$ cat config.mk
export PLATFORM = sky130hd
export DESIGN_NAME = microseq_ctrl
export DESIGN_NICKNAME = d
export VERILOG_FILES = /design/src/rtl/microseq_ctrl.sv
export SDC_FILE = /design/constraint.sdc
export NUM_CORES = 1
export LEC_CHECK = 0
export CAP_MARGIN = 15
export CELL_PAD_IN_SITES_DETAIL_PLACEMENT = 0
export CELL_PAD_IN_SITES_GLOBAL_PLACEMENT = 1
export CORE_MARGIN = 3
export CORE_UTILIZATION = 35
export DETAILED_ROUTE_END_ITERATION = 8
export PLACE_DENSITY = 0.71
export SLEW_MARGIN = 15
export SYNTH_ARGS = -nofsm -noshare
export SYNTH_HDL_FRONTEND = slang
export SYNTH_SLANG_ARGS = --single-unit
$ cat constraint.sdc
create_clock -name clock -period 4.35 [get_ports clock]
set_input_delay 0.87 -clock clock [delete_from_list [all_inputs] [get_ports clock]]
set_output_delay 0.87 -clock clock [all_outputs]
set_load 0.01 [all_outputs]
$ cat src/rtl/microseq_ctrl.sv
// microseq_ctrl: micro-PC sequencer with return stack, loop counter and dispatch.
// Define MICROSEQ_STACK_CHECK_EN for a sticky stack error that freezes the sequencer.
module microseq_ctrl #(
  parameter int ADDR_W      = 8,
  parameter int CNT_W       = 8,
  parameter int STACK_DEPTH = 4,
  parameter int RESET_VEC   = 0
) (
  input  logic                         clock,
  input  logic                         reset,
  input  logic                         stall,
  input  logic [2:0]                   seq_op,
  input  logic [1:0]                   cond_sel,
  input  logic                         cond_inv,
  input  logic [2:0]                   flags,
  input  logic [ADDR_W-1:0]            br_addr,
  input  logic [ADDR_W-1:0]            map_addr,
  output logic [ADDR_W-1:0]            upc,
  output logic [$clog2(STACK_DEPTH):0] stk_depth,
  output logic                         cnt_zero,
  output logic                         err
);

  localparam int IW  = $clog2(STACK_DEPTH);
  localparam int SPW = IW + 1;

  typedef enum logic [2:0] {
    OP_CONT = 3'd0,
    OP_JMAP = 3'd1,
    OP_CJP  = 3'd2,
    OP_CJS  = 3'd3,
    OP_CRTN = 3'd4,
    OP_LDCT = 3'd5,
    OP_RPCT = 3'd6,
    OP_JZ   = 3'd7
  } op_e;

  op_e               op;
  logic [ADDR_W-1:0] upc_q, upc_d, inc;
  logic [SPW-1:0]    sp_q, sp_d;
  logic [CNT_W-1:0]  cnt_q, cnt_d;
  logic [ADDR_W-1:0] stk_q [STACK_DEPTH];
  logic [IW-1:0]     wr_idx, rd_idx;
  logic              push, full, empty;
  logic              sel_flag, cond, hold;

  assign op     = op_e'(seq_op);
  assign inc    = upc_q + 1'b1;
  assign full   = (sp_q == SPW'(STACK_DEPTH));
  assign empty  = (sp_q == '0);
  assign rd_idx = IW'(sp_q - 1'b1);
  // A push on a full stack lands on the top entry instead of past it
  assign wr_idx = full ? IW'(STACK_DEPTH - 1) : sp_q[IW-1:0];

  always_comb begin
    sel_flag = 1'b1;
    unique case (cond_sel)
      2'd0: sel_flag = 1'b1;
      2'd1: sel_flag = flags[0];
      2'd2: sel_flag = flags[1];
      2'd3: sel_flag = flags[2];
    endcase
  end

  assign cond = sel_flag ^ cond_inv;

`ifdef MICROSEQ_STACK_CHECK_EN
  logic err_q, trap;

  assign trap = !stall && !err_q && cond &&
                ((op == OP_CJS && full) ||
                 (op == OP_CRTN && empty));
  assign hold = stall | err_q | trap;
  assign err  = err_q;

  always_ff @(posedge clock or negedge reset) begin
    if (!reset) err_q <= 1'b0;
    else        err_q <= err_q | trap;
  end
`else
  assign hold = stall;
  assign err  = 1'b0;
`endif

  always_comb begin
    upc_d = upc_q;
    sp_d  = sp_q;
    cnt_d = cnt_q;
    push  = 1'b0;
    if (!hold) begin
      unique case (op)
        OP_CONT: upc_d = inc;
        OP_JMAP: upc_d = map_addr;
        OP_CJP:  upc_d = cond ? br_addr : inc;
        OP_CJS: begin
          if (cond) begin
            push  = 1'b1;
            upc_d = br_addr;
            if (!full) sp_d = sp_q + 1'b1;
          end else begin
            upc_d = inc;
          end
        end
        OP_CRTN: begin
          if (cond && !empty) begin
            upc_d = stk_q[rd_idx];
            sp_d  = sp_q - 1'b1;
          end else begin
            upc_d = inc;
          end
        end
        OP_LDCT: begin
          cnt_d = br_addr[CNT_W-1:0];
          upc_d = inc;
        end
        OP_RPCT: begin
          if (cnt_q != '0) begin
            cnt_d = cnt_q - 1'b1;
            upc_d = br_addr;
          end else begin
            upc_d = inc;
          end
        end
        OP_JZ: begin
          upc_d = ADDR_W'(RESET_VEC);
          sp_d  = '0;
        end
      endcase
    end
  end

  always_ff @(posedge clock or negedge reset) begin
    if (!reset) begin
      upc_q <= ADDR_W'(RESET_VEC);
      sp_q  <= '0;
      cnt_q <= '0;
    end else begin
      upc_q <= upc_d;
      sp_q  <= sp_d;
      cnt_q <= cnt_d;
    end
  end

  // Stack storage needs no reset: entries above sp are never read
  always_ff @(posedge clock) begin
    if (push) stk_q[wr_idx] <= inc;
  end

  assign upc       = upc_q;
  assign stk_depth = sp_q;
  assign cnt_zero  = (cnt_q == '0);

endmodule

==> metrics.md <==
| Metric | Value |
|---|---|
| Status | completed |
| Remaining DRCs | 0 |
| CTS Sinks | 51 |
| HP Class | reg -> reg |
| FF-to-FF path depth | 5 |
| # hold bufs at CTS | 0 |
| Antenna viol nets, final | 0 |
| Fin util | 0.449 |
| Yosys cell types | 49 |
| Initial Util | 0.372 |
| Total Wirelength | 6.66 mm |
| IO Pins | 41 |
| Tightest Pin Transition | 0.946 ns |
| Clock power frac | 0.209 |
| Net Sw Power | 463 µW |
| Setup crit start kind | register |
| Part of the power in registers | 0.473 |
| Hold Fails Final Rpt | 0 |
| Internal | 918 µW |
| CTS Buf Count | 5 |
| Post-DR wirelength/cell | 17.1 µm |
| RSZ-0062 raised after global routing | no |
| Worst r2r src | stk_depth[0]$_DFFE_PN0P_ |
| HPWL after detailed placement | 5.05 mm |
| Root Buffer | clkbuf_8 |
| Largest net degree at the start of global routing | 21 |
| Max-slew violations | 0 |
| PwrDens | 413 mW/mm² |
| Mean post-synth cell area | 10.9 µm² |
| Iteration-0 DRC Markers | 66 |
| Tot Pwr | 1380 µW |
| Seq/Total Area, Yosys | 0.519 |
| CTS HTree Levels | 2 |
| Simple-gate portion of the synthesized area | 0.176 |
| Setup Buffers After CTS | 0 |
| Die area | 0.00902 mm² |
| Max Cap Viol | 0 |
| Antenna Diode Count | 0 |
| CTS tree | built |
| CP Class | reg -> out |
| Final min period | 2.99 ns |
| Routed vias | 2078 |
| Main combinational cell family by area after synthesis | simple AND/OR/NAND/NOR gates |
| Relative slew slack | 0.367 |
| CP max FO | 5 |
| CTS resizes | 0 |
| Post-synthesis compound-gate area fraction | 0.145 |
| Final number of setup-violating endpoints | 0 |
| Worst-path clk slew | 0.10 ns |
| Post-synthesis xor/xnor area fraction | 0.0190 |
| Critical path required time | 3.48 ns |
| Layout cells sized above 1 | 0.0928 |
| Maximum root-to-sink buffer count | 2 |
| Overflow after GRT | 0 |
| Mapped Area | 0.00277 mm² |
| Row Count | 31 |
| Routability Congestion | 0.806 |
| Syn. warnings | 0 |
| Vias per cell | 5.33 |
| Die Y | 95.0 µm |
| Final worst-path cycle share | 0.687 |
| Comb power frac | 0.318 |
| DIE WIDTH | 95.0 µm |
| Via count of the first global-routing pass | 2034 |
| FF-to-FF End | upc[7]$_DFFE_PN0N_ |
| Clk Latency, worst-skew pair | 0.31 ns |
| Global-route wire length before repair | 10.7 mm |
| Antenna violations before repair | 0 |
| Proportion of synthesized area in mux cells | 0.0799 |
| Fin Clk Skew | 0.00611 ns |
| Post-Synthesis Cells | 253 |
| Post-synth EDFFs | 32 |
| Syn nets | 288 |
| Max VDD drop | 142 µV |
| Total track usage | 0.154 |
| DRT Pass-1 Iters | 4 |
| Worst Hold Path EP | cnt_q[7]$_DFFE_PN0P_ |
| Synth-to-Final Area Change | 20.7% |
| R2R setup slack | 1.85 ns |
| CP arrival | 2.12 ns |
| IO Port Bufs | 39 |
| Floorplan Core Area | 0.00745 mm² |
| LEAKAGE | 0.00120 µW |
| Switching share of power | 0.335 |
| Setup tns final | 0 ns |
| Post-Synth Adder-Cell Area | 0.0316 |
| Worst Setup End Kind | primary output |
| Fin nets | 325 |
| Hold_sp | cnt_q[7]$_DFFE_PN0P_ |
| Max Clk Rate | 334 MHz |
| Most common flop cell mapped by yosys | edfxtp_1 |
| Fraction of registers with async set/reset | 0.373 |
| Number of synthesized register bits | 51 |
| WHS Path Cells | 2 |
registers in the layout (all words and copies together) (netlist names):
name and count:
stk_q 32, stk_depth 3, cnt_q 8, upc 8
synthesized netlist by cell type, types with 4 or more instances:
| library cell | count | area, µm² |
|---|---|---|
| edfxtp_1 | 32 | 961 |
| o21ai_0 | 15 | 75.1 |
| inv_1 | 7 | 26.3 |
| nand2b_1 | 7 | 43.8 |
| clkbuf_1 | 4 | 15.0 |
| nor3_1 | 4 | 20.0 |
| nand2_1 | 20 | 75.1 |
| ha_1 | 7 | 87.6 |
| nor2_1 | 34 | 128 |
| dfrtp_1 | 19 | 475 |
| a221oi_1 | 8 | 70.1 |
| mux4_2 | 8 | 180 |
| nand3_1 | 9 | 45.0 |
| a21oi_1 | 23 | 115 |
logic make-up (layout without fill, tap and decap cells):
group,Yosys count,after routing
AND/OR/NAND/NOR,95,95
AO/OA/AOI/OAI,63,63
flip-flops,51,51
buffers and inverters,18,56
multiplexers,12,12
adder cells (fa/ha/maj),7,7
XOR/XNOR,6,6
other,1,1
power by group through the flow:
| stage | Clock (µW) | Sequential, µW | Combinational, µW |
|---|---|---|---|
| 5_1_grt | 319 | 664 | 486 |
| 6_report | 289 | 653 | 439 |
| 3_3_place_gp | 0 | 664 | 442 |
| 3_5_place_dp | 0 | 664 | 442 |
| 2_1_floorplan | 0 | 639 | 299 |
| 4_1_cts | 300 | 654 | 444 |
worst max-delay path by stage:
stage	depth (start not counted)	endpoint	startpoint	slack, ns
after floorplan	5	stk_q[3][0]$_DFFE_PP_	cond_sel[0]	1.49
after global placement	6	stk_q[0][5]$_DFFE_PP_	cond_sel[0]	1.12
after detailed placement	6	stk_q[0][5]$_DFFE_PP_	cond_sel[0]	1.08
after CTS	6	cnt_zero	cnt_q[0]$_DFFE_PN0P_	1.35
after global routing	6	cnt_zero	cnt_q[0]$_DFFE_PN0P_	1.23
final	6	cnt_zero	cnt_q[0]$_DFFE_PN0P_	1.36
placed cells by master (no fill, tap or decap), types with 2 or more instances in the layout:
| master | n |
|---|---|
| a31oi_1 | 3 |
| clkdlybuf4s50_1 | 39 |
| nor3_1 | 4 |
| ha_1 | 7 |
| nor2_1 | 34 |
| mux4_2 | 8 |
| nand2_1 | 20 |
| edfxtp_1 | 32 |
| xnor2_1 | 3 |
| nand2b_1 | 7 |
| a221oi_1 | 8 |
| a32o_1 | 2 |
| clkbuf_8 | 5 |
| nand3_1 | 9 |
| a21oi_1 | 23 |
| nor2b_1 | 3 |
| nor4b_2 | 2 |
| inv_1 | 7 |
| dfrtp_1 | 19 |
| buf_4 | 2 |
| o21ai_0 | 15 |
| clkinv_4 | 2 |
| xor2_1 | 3 |
| a22oi_1 | 2 |
| and2_1 | 2 |
| nand3b_1 | 3 |
| o311ai_1 | 2 |
| mux2i_1 | 3 |
layer usage:
layer	GRT usage	part of all wire
met5	0	0
met4	0.0421	0.015
met3	0.0335	0.038
met2	0.247	0.48
met1	0.211	0.47
through the flow:
stage / hold slack, ns / cell area [µm²] / cells / setup slack [ns]
after detailed placement: 0.507 / 3250 / 382 / 1.08
after global routing: 0.557 / 3340 / 390 / 1.23
after global placement: 0.515 / 3250 / 382 / 1.12
after floorplan: 0.472 / 2770 / 253 / 1.49
final: 0.531 / 3340 / 390 / 1.36
after CTS: 0.530 / 3340 / 390 / 1.35
cell type report:
class,instances,area (µm²)
Sequential cell,51,1440
Fill cell,720,4100
Timing Repair Buffer,41,405
Multi-Input combinational cell,184,1250
Tap cell,99,124
Inverter,7,26.3
Clock buffer,5,68.8
Clock inverter,3,28.8
critical path, stage by stage (launching register included):
cell	delay (ns)
dfrtp_1	0.44
inv_1	0.08
ha_1	0.22
nor4b_2	0.27
nand2_1	0.13
inv_1	0.12
clkdlybuf4s50_1	0.54
Power figures use the tool's default switching activity.
